==> config.mk <==
export PLATFORM = sky130hd
export DESIGN_NAME = pmem_arbiter
export DESIGN_NICKNAME = d
export VERILOG_FILES = /design/src/rtl/pmem_arbiter.sv
export SDC_FILE = /design/constraint.sdc
export NUM_CORES = 2
export LEC_CHECK = 0
export ABC_CLOCK_PERIOD_IN_PS = 4100
export CAP_MARGIN = 5
export CORE_AREA = 2 2 391 393
export DETAILED_ROUTE_END_ITERATION = 10
export DIE_AREA = 0 0 393 395
export PLACE_DENSITY_LB_ADDON = 0.05
export SYNTH_ARGS = -nofsm -noshare
export SYNTH_HDL_FRONTEND = slang
export SYNTH_SLANG_ARGS = --single-unit
==> constraint.sdc <==
create_clock -name clk -period 4.1 [get_ports clk]
set_input_delay 0.41 -clock clk [delete_from_list [all_inputs] [get_ports clk]]
set_output_delay 0.41 -clock clk [all_outputs]
set_load 0.03 [all_outputs]
==> src/rtl/pmem_arbiter.sv <==
// Shares one physical-memory port between the icache and the dcache and
// splits each 256-bit line transfer into four 64-bit beats.
//
// state | meaning
// IDLE  | waiting for a request; round-robin grant on tie
// READ  | mem_read burst, beats assembled into grantee's rdata register
// WRITE | mem_write burst, beats taken from the latched line
// DONE  | one-cycle resp pulse to the grantee
module pmem_arbiter (
  input  logic         clk,
  input  logic         rst,
  input  logic [31:0]  i_pmem_address,
  input  logic         i_pmem_read,
  output logic [255:0] i_pmem_rdata,
  output logic         i_pmem_resp,
  input  logic [31:0]  d_pmem_address,
  input  logic         d_pmem_read,
  input  logic         d_pmem_write,
  input  logic [255:0] d_pmem_wdata,
  output logic [255:0] d_pmem_rdata,
  output logic         d_pmem_resp,
  output logic [31:0]  mem_address,
  output logic         mem_read,
  output logic         mem_write,
  output logic [63:0]  mem_wdata,
  input  logic [63:0]  mem_rdata,
  input  logic         mem_resp
);

  localparam logic [1:0] IDLE  = 2'd0;
  localparam logic [1:0] READ  = 2'd1;
  localparam logic [1:0] WRITE = 2'd2;
  localparam logic [1:0] DONE  = 2'd3;

  localparam logic GRANT_I = 1'b0;
  localparam logic GRANT_D = 1'b1;

  localparam logic [31:0] LINE_MASK = 32'hFFFF_FFE0;

  logic [1:0]   state;
  logic         grant;
  logic         last;
  logic [1:0]   beat;
  logic [31:0]  addr_q;
  logic [255:0] wdata_q;
  logic [255:0] i_rdata_q;
  logic [255:0] d_rdata_q;

  logic i_req;
  logic d_req;
  logic pick_d;

  assign i_req = i_pmem_read;
  assign d_req = d_pmem_read | d_pmem_write;

  // On a tie the requester that was not served last wins.
  always_comb begin
    pick_d = d_req;
    if (i_req && d_req) pick_d = (last == GRANT_I);
  end

  always_ff @(posedge clk) begin
    if (rst) begin
      state     <= IDLE;
      grant     <= GRANT_I;
      last      <= GRANT_D;
      beat      <= 2'd0;
      addr_q    <= '0;
      wdata_q   <= '0;
      i_rdata_q <= '0;
      d_rdata_q <= '0;
    end else begin
      case (state)
        IDLE: begin
          if (i_req || d_req) begin
            grant <= pick_d;
            last  <= pick_d;
            beat  <= 2'd0;
            if (pick_d) begin
              addr_q  <= d_pmem_address & LINE_MASK;
              wdata_q <= d_pmem_wdata;
              // write wins if the dcache raises both strobes
              state   <= d_pmem_write ? WRITE : READ;
            end else begin
              addr_q <= i_pmem_address & LINE_MASK;
              state  <= READ;
            end
          end
        end
        READ: begin
          if (mem_resp) begin
            if (grant == GRANT_D) d_rdata_q[{beat, 6'b0} +: 64] <= mem_rdata;
            else                  i_rdata_q[{beat, 6'b0} +: 64] <= mem_rdata;
            beat <= beat + 2'd1;
            if (beat == 2'd3) state <= DONE;
          end
        end
        WRITE: begin
          if (mem_resp) begin
            beat <= beat + 2'd1;
            if (beat == 2'd3) state <= DONE;
          end
        end
        DONE:    state <= IDLE;
        default: state <= IDLE;
      endcase
    end
  end

  assign mem_read     = (state == READ);
  assign mem_write    = (state == WRITE);
  assign mem_address  = addr_q;
  assign mem_wdata    = (state == WRITE) ? wdata_q[{beat, 6'b0} +: 64] : 64'd0;
  assign i_pmem_resp  = (state == DONE) && (grant == GRANT_I);
  assign d_pmem_resp  = (state == DONE) && (grant == GRANT_D);
  assign i_pmem_rdata = i_rdata_q;
  assign d_pmem_rdata = d_rdata_q;

endmodule

**Yosys cells after proc, flatten, opt, wreduce, memory -nomap -nowiden**

Index checks and enable logic that the tools add are counted.

- Bits in read-only memories: 0
- Memory bits (writable): 0
- Memories kept: 0
- Bits in latches: 0
- Word-level logic and storage cells: 50
- Input bits: 390
- Output and inout port bits: 612
- Register bits after elaboration: 806

- Bitwise logic cells: 3
- Add/sub/neg operators: 2
- Reduce and logical (&&, ||, !) cells: 13
- Mux-type cells: 14
- Order comparisons: 0
- Equal/unequal tests: 7
- Multipliers: 0
- Shift-type cells: 3
- Divide/modulo/power cells: 0

Operator list:

| operator | count |
|---|---|
| bitwise mux 256 bit | 2 |
| variable shift 64 x 10 -> 256 bit (first input constant) | 1 |
| indexed part select 256 x 9 -> 64 bit | 1 |
| indexed part select 64 x 10 -> 256 bit | 1 |
| two-way mux 64 bit | 1 |
| two-way mux 32 bit | 1 |
| AND reduction 3 bit | 5 |
| two-way mux 2 bit | 7 |
| negator 8 -> 10 bit | 1 |
| equality test 2 bit (second input constant) | 3 |
| case mux 2 bit (3 select lines) | 1 |
| inequality test 2 x 1 -> 1 bit (second input constant) | 2 |
| case mux 2 bit (2 select lines) | 1 |
| logical AND 1 bit | 3 |
| adder 2 x 1 -> 2 bit (second input constant) | 1 |
| equality test 2 x 1 -> 1 bit (second input constant) | 1 |
| logical NOT 2 bit | 1 |
| inequality test 2 bit (second input constant) | 1 |
| NOT 1 bit | 2 |
| AND reduction 2 bit | 1 |
| nonzero test 2 bit | 1 |
| OR reduction 2 bit | 1 |
| logical OR 1 bit | 1 |
| two-way mux 1 bit | 1 |
| bitwise OR 1 bit | 1 |

**Logic depth before layout (Yosys ltp)**

- Depth in word-level cells: 6
- Depth in mapped cells: 10
- Mapped depth without buffers: 6

**Worst setup path after synthesis**

OpenSTA, ideal clock, no wires.

- Path type: register to register
- From: register beat[1]
- To: register d_rdata_q[198] (netlist: d_pmem_rdata[198])
- Setup time: 60 ps
- Cell stages (with the launch flop): 10
- Buffers on the path: 3
- Path slack: 1140 ps
- Arrival time: 2900 ps
- Clock period less this slack: 2960 ps
- Required time: 4040 ps
- Cells stage by stage: dfxtp_1 > clkbuf_1 > clkbuf_1 > inv_1 > ha_1 > nor3b_4 > or4b_4 > nor2_8 > buf_6 > a22o_1

- Longest elaborated chain between the ends: 3
- Elaborated cells between the ends (all ways): 4
- Those cells by class: 1 x add/sub; 2 x shift; 1 x mux

RTL lines:

| what | RTL line | source |
|---|---|---|
| from (decl) | 43 | `logic [1:0] beat;` |
| from (signal assigned) | 94 | `beat <= beat + 2'd1;` |
| from (signal assigned) | 100 | `beat <= beat + 2'd1;` |
| negator 8 -> 10 bit * | 92 | `if (grant == GRANT_D) d_rdata_q[{beat, 6'b0} +: 64] <= mem_rdata;` |
| indexed part select 64 x 10 -> 256 bit or variable shift 64 x 10 -> 256 bit (tied branches) | 92 |  |
| bitwise mux 256 bit * | 92 |  |
| to (signal, indexed assignment) | 92 |  |
| to (decl) | 47 | `logic [255:0] d_rdata_q;` |

Every way passes the cells marked *; elsewhere a longest branch is shown, timed or not.
A chain may end at the register's enable or synchronous reset.

**Worst setup path in the final report**

- From: register beat[0]
- To: output mem_wdata[11]

- Longest elaborated chain between the ends: 2

RTL lines:

| what | RTL line | source |
|---|---|---|
| indexed part select 256 x 9 -> 64 bit | 113 | `assign mem_wdata = (state == WRITE) ? wdata_q[{beat, 6'b0} +: 64] : 64'd0;` |
| two-way mux 64 bit | 113 |  |
| to (decl) | 25 | `output logic [63:0] mem_wdata,` |

No other way between the ends.

==> reports/qor.txt <==
CLOCK NETWORK
--------------------------------------------------------------------------------------
Clock root buffer master ................................................    clkbuf_16
Sinks on Clock Net ......................................................          801
Later-pin clock latency in the skew report ..............................      0.71 ns
Post CTS Setup Buffer Count .............................................            0
Clock-pin slew of the registers on the worst-case setup and hold paths ..      0.06 ns
Total number of H-tree levels ...........................................            3
Post-CTS Hold Buffers ...................................................            0
Clock tree from TritonCTS ...............................................        built
Post-cts repair resize count ............................................            0
Buffer levels on the longest clock path .................................            3
CTS buffer count ........................................................          104

DETAILED ROUTING
--------------------------------------------------------------------------------------
Antenna Nets Post-Route .................................................            0
Routed wire length per instance .........................................      25.0 µm
Highest metal layer with signal wires ...................................         met5
Overall via count from detail_route .....................................        28.8k
Number of optimization iterations in the first detailed-route pass ......            7
Final wirelength ........................................................       162 mm
Met2 wire length ........................................................      79.0 mm
Met1 WL .................................................................      66.2 mm
Post-detailed-route via-to-cell ratio ...................................         4.45
1st-iter DRT viols ......................................................        1,723
Met3 layer wire length in the routed design .............................      12.5 mm
Number of remaining DRC errors ..........................................            0

PLACE
--------------------------------------------------------------------------------------
Count of input and output buffers .......................................          986
Final estimated routing congestion in global placement ..................        0.761
Half-perimeter wire length after detailed placement .....................       111 mm

WORST SETUP PATH
--------------------------------------------------------------------------------------
Arrival time at the worst endpoint ......................................      3.14 ns
Required @ worst endpoint ...............................................      3.69 ns
Gate family responsible for the most delay along the worst path ......... buffers and inverters
Category of the most critical setup path ................................   reg -> out
Crit Reg-Reg Startpoint .................................................      beat[0]
Critical path capture point type ........................................ primary output
Critical path peak fanout ...............................................           72
Count of buffering cells on the critical path with inverters included ...            2
Cell with the biggest individual delay on the critical path ............. clkdlybuf4s50_1
Cell-by-cell listing of the critical path ............................... buf_12, mux4_2, and2_1, clkdlybuf4s50_1
Critical path startpoint ................................................      beat[0]
Critical Path Source Type ...............................................     register
Largest stage delay, worst path .........................................      0.65 ns

LAYOUT
--------------------------------------------------------------------------------------
Area added between synthesis and finish .................................        50.9%
Core occupancy in the finished layout ...................................        30.2%
Net count, final ........................................................        4,771
Filler Cells Inserted ...................................................        16.2k
Footprint of the multi-input gates ......................................   12,800 µm²
Register Area ...........................................................   16,000 µm²
Share of post-route cells with drive strength above 1 ...................        7.42%

PWR
--------------------------------------------------------------------------------------
Worst-case vdd ir drop ..................................................     0.547 mV
Share of total power in sequential cells ................................        38.3%
Power density cells .....................................................   514 nW/µm²
Fraction of power spent switching nets ..................................        32.4%
Combinational share of power ............................................        22.3%
Switching Power .........................................................      7.61 mW
Clock share of power ....................................................        39.4%
Pleak ...................................................................      15.3 nW
Internal power ..........................................................      15.8 mW

TIMING
--------------------------------------------------------------------------------------
Share of the clock period used by the worst path after layout ...........        86.7%
Sum of negative setup slack .............................................         0 ns
Final Hold Viols ........................................................            0
Max_slew headroom .......................................................        29.7%
Worst slew pin tran .....................................................      1.06 ns
Final number of setup-violating endpoints ...............................            0
Unrepaired setup endpoints after global routing .........................           no
Tmin final ..............................................................      3.55 ns
Fmax ....................................................................      281 MHz
Number of pins exceeding their max-slew limit in the final report .......            0
Clock Skew ..............................................................    0.0422 ns

GLOBAL ROUTE
--------------------------------------------------------------------------------------
Maximum number of pins on one net before global-route repair ............          167
First-pass GRT wire length ..............................................       224 mm
Total GRT Usage .........................................................        20.1%
Initial antenna violation count .........................................           25
Final global-route overflow total .......................................            0
Number of global-route vias before repair ...............................        28.4k

SYNTH
--------------------------------------------------------------------------------------
Synthesis warning total .................................................            0
Cell count after synthesis ..............................................        3,579
Number of distinct standard cells referenced by the synthesized netlist .           34
Flops & latches, synth ..................................................          801
Average cell area after synthesis .......................................     8.45 µm²
Sequential share of the synthesized area ................................        53.0%
Total standard cell area after synthesis ................................   30,200 µm²

STATUS
--------------------------------------------------------------------------------------
Result of the run .......................................................    completed

FLOORPLANNING
--------------------------------------------------------------------------------------
Width of the die ........................................................       393 µm
Rows ....................................................................          143
Core box area ...........................................................  151,000 µm²
IO Count ................................................................        1,002
Die extent in y .........................................................       395 µm
Initial Utilization .....................................................        20.0%
Full die area ...........................................................  155,000 µm²

JOB
--------------------------------------------------------------------------------------
Max-cap violations ......................................................            0

HOLD PATH
--------------------------------------------------------------------------------------
Launch instance of the worst min-delay path .............................          rst
Path class of the lowest-slack min-delay path ...........................    in -> reg

[worst reg2reg max path, cell delays in order (launching register included)]
cell	delay (ns)
dfxtp_4	0.36
buf_12	0.42
nor3b_4	0.29
buf_4	0.28
or4b_4	0.58
nor2_8	0.33
buf_4	0.38
a22o_1	0.23
[per-stage QoR]
step / area, µm² / std cells / power [mW] / worst slack [ns] / hold WS, ns
3_5_place_dp: 42200 / 6294 / 14.5 / 1.01 / 0.445
5_1_grt: 45600 / 6483 / 24.7 / 0.401 / 0.156
3_3_place_gp: 42200 / 6294 / 14.5 / 1.02 / 0.441
4_1_cts: 45600 / 6479 / 24.0 / 0.443 / 0.104
2_1_floorplan: 30300 / 3583 / 12.2 / 1.14 / 0.433
6_report: 45600 / 6485 / 23.5 / 0.546 / 0.163
[state kept, by name (all words and copies together) (netlist names)]
register      count
d_pmem_rdata    256
i_pmem_rdata    256
state             2
grant             1
beat              2
wdata_q         256
last              1
mem_address      27
[routing by layer]
metal	GRT usage, %	vias up
met1	24.1	14083
met2	34.3	856
li1	-	13736
met4	5.80	8
met3	5.96	166
met5	0	-
[placed cells by master (no fill, tap or decap), drive strengths merged, types with 4 or more instances in the layout]
cell type / Yosys / final
a211oi: 27 / 27
a21oi: 686 / 686
a22o: 110 / 110
and2: 66 / 66
buf: 36 / 72
clkbuf: 340 / 153
clkdlybuf4s50: 0 / 985
clkinv: 0 / 22
clkinvlp: 0 / 4
conb: 1 / 5
dfxtp: 801 / 801
diode: 0 / 6
ha: 11 / 11
inv: 5 / 8
mux4: 64 / 64
nand2: 950 / 950
nand2b: 6 / 6
nand3: 407 / 407
nand4: 4 / 4
nor2: 44 / 44
nor2b: 5 / 5
[path summary, 6_finish.rpt]
kind	to	slack, ns	cells past startpoint
worst max register to register	d_pmem_rdata[240]	1.18	7
worst min-delay path	i_pmem_rdata[189]	0.16	2
worst max-delay path	mem_wdata[11]	0.55	4
worst min register to register	wdata_q[78]	0.45	2
[power by group through the flow]
stage               clock [mW]  combinational [mW]  sequential [mW]
detailed placement           0                5.35             9.16
CTS                       9.59                5.36             9.00
global placement             0                5.36             9.15
floorplan                    0                2.74             9.42
global route              9.87                5.69             9.09
finish                    9.24                5.22             8.99
[cell families after synthesis]
kind of cell	count (synthesis)	synth area share [%]
other	1	0.0124
buffers and inverters	381	5.24
muxes	66	4.84
DFF	801	53.0
adders and majority gates	11	0.455
AOI/OAI and AO/OA	829	15.4
and+or+nand+nor	1490	21.1
[layout make-up]
cell class / instances / area share (%)
Clock inverter: 32 / 0.735
Antenna cell: 6 / 0.0329
Tap cell: 2030 / 5.57
Inverter: 5 / 0.0411
Multi-Input combinational cell: 2401 / 28.0
Timing Repair Buffer: 1057 / 23.7
Sequential cell: 801 / 35.2
Clock buffer: 153 / 6.79
[cells in the mapped netlist]
cell type  count  area share, %
a211o_1        1          0.029
a211oi_1      27           0.67
a21oi_1      686             11
a22o_1       110            3.2
a22oi_1        1          0.025
a2bb2oi_1      1          0.029
a311oi_1       2          0.058
and2_1        66            1.4
buf_1         11           0.14
buf_2         10           0.17
buf_4         10           0.25
buf_6          5           0.19
clkbuf_1     287            3.6
clkbuf_2      53           0.88
conb_1         1          0.012
dfxtp_1      801             53
ha_1          11           0.46
inv_1          5          0.062
mux2_2         1          0.037
mux2i_1        1          0.033
mux4_2        64            4.8
nand2_1      950             12
nand2b_1       6           0.12
nand3_1      407            6.7
nand3b_1       1          0.025
nand4_1        4          0.083
nor2_1        42           0.52
nor2_8         2           0.13
nor2b_1        5           0.10
nor3_1         3          0.050
nor3b_1        2          0.050
nor3b_4        1          0.062
o21ai_1        1          0.017
or4b_4         1          0.045
No activity file was read; power rests on OpenSTA's default activity.
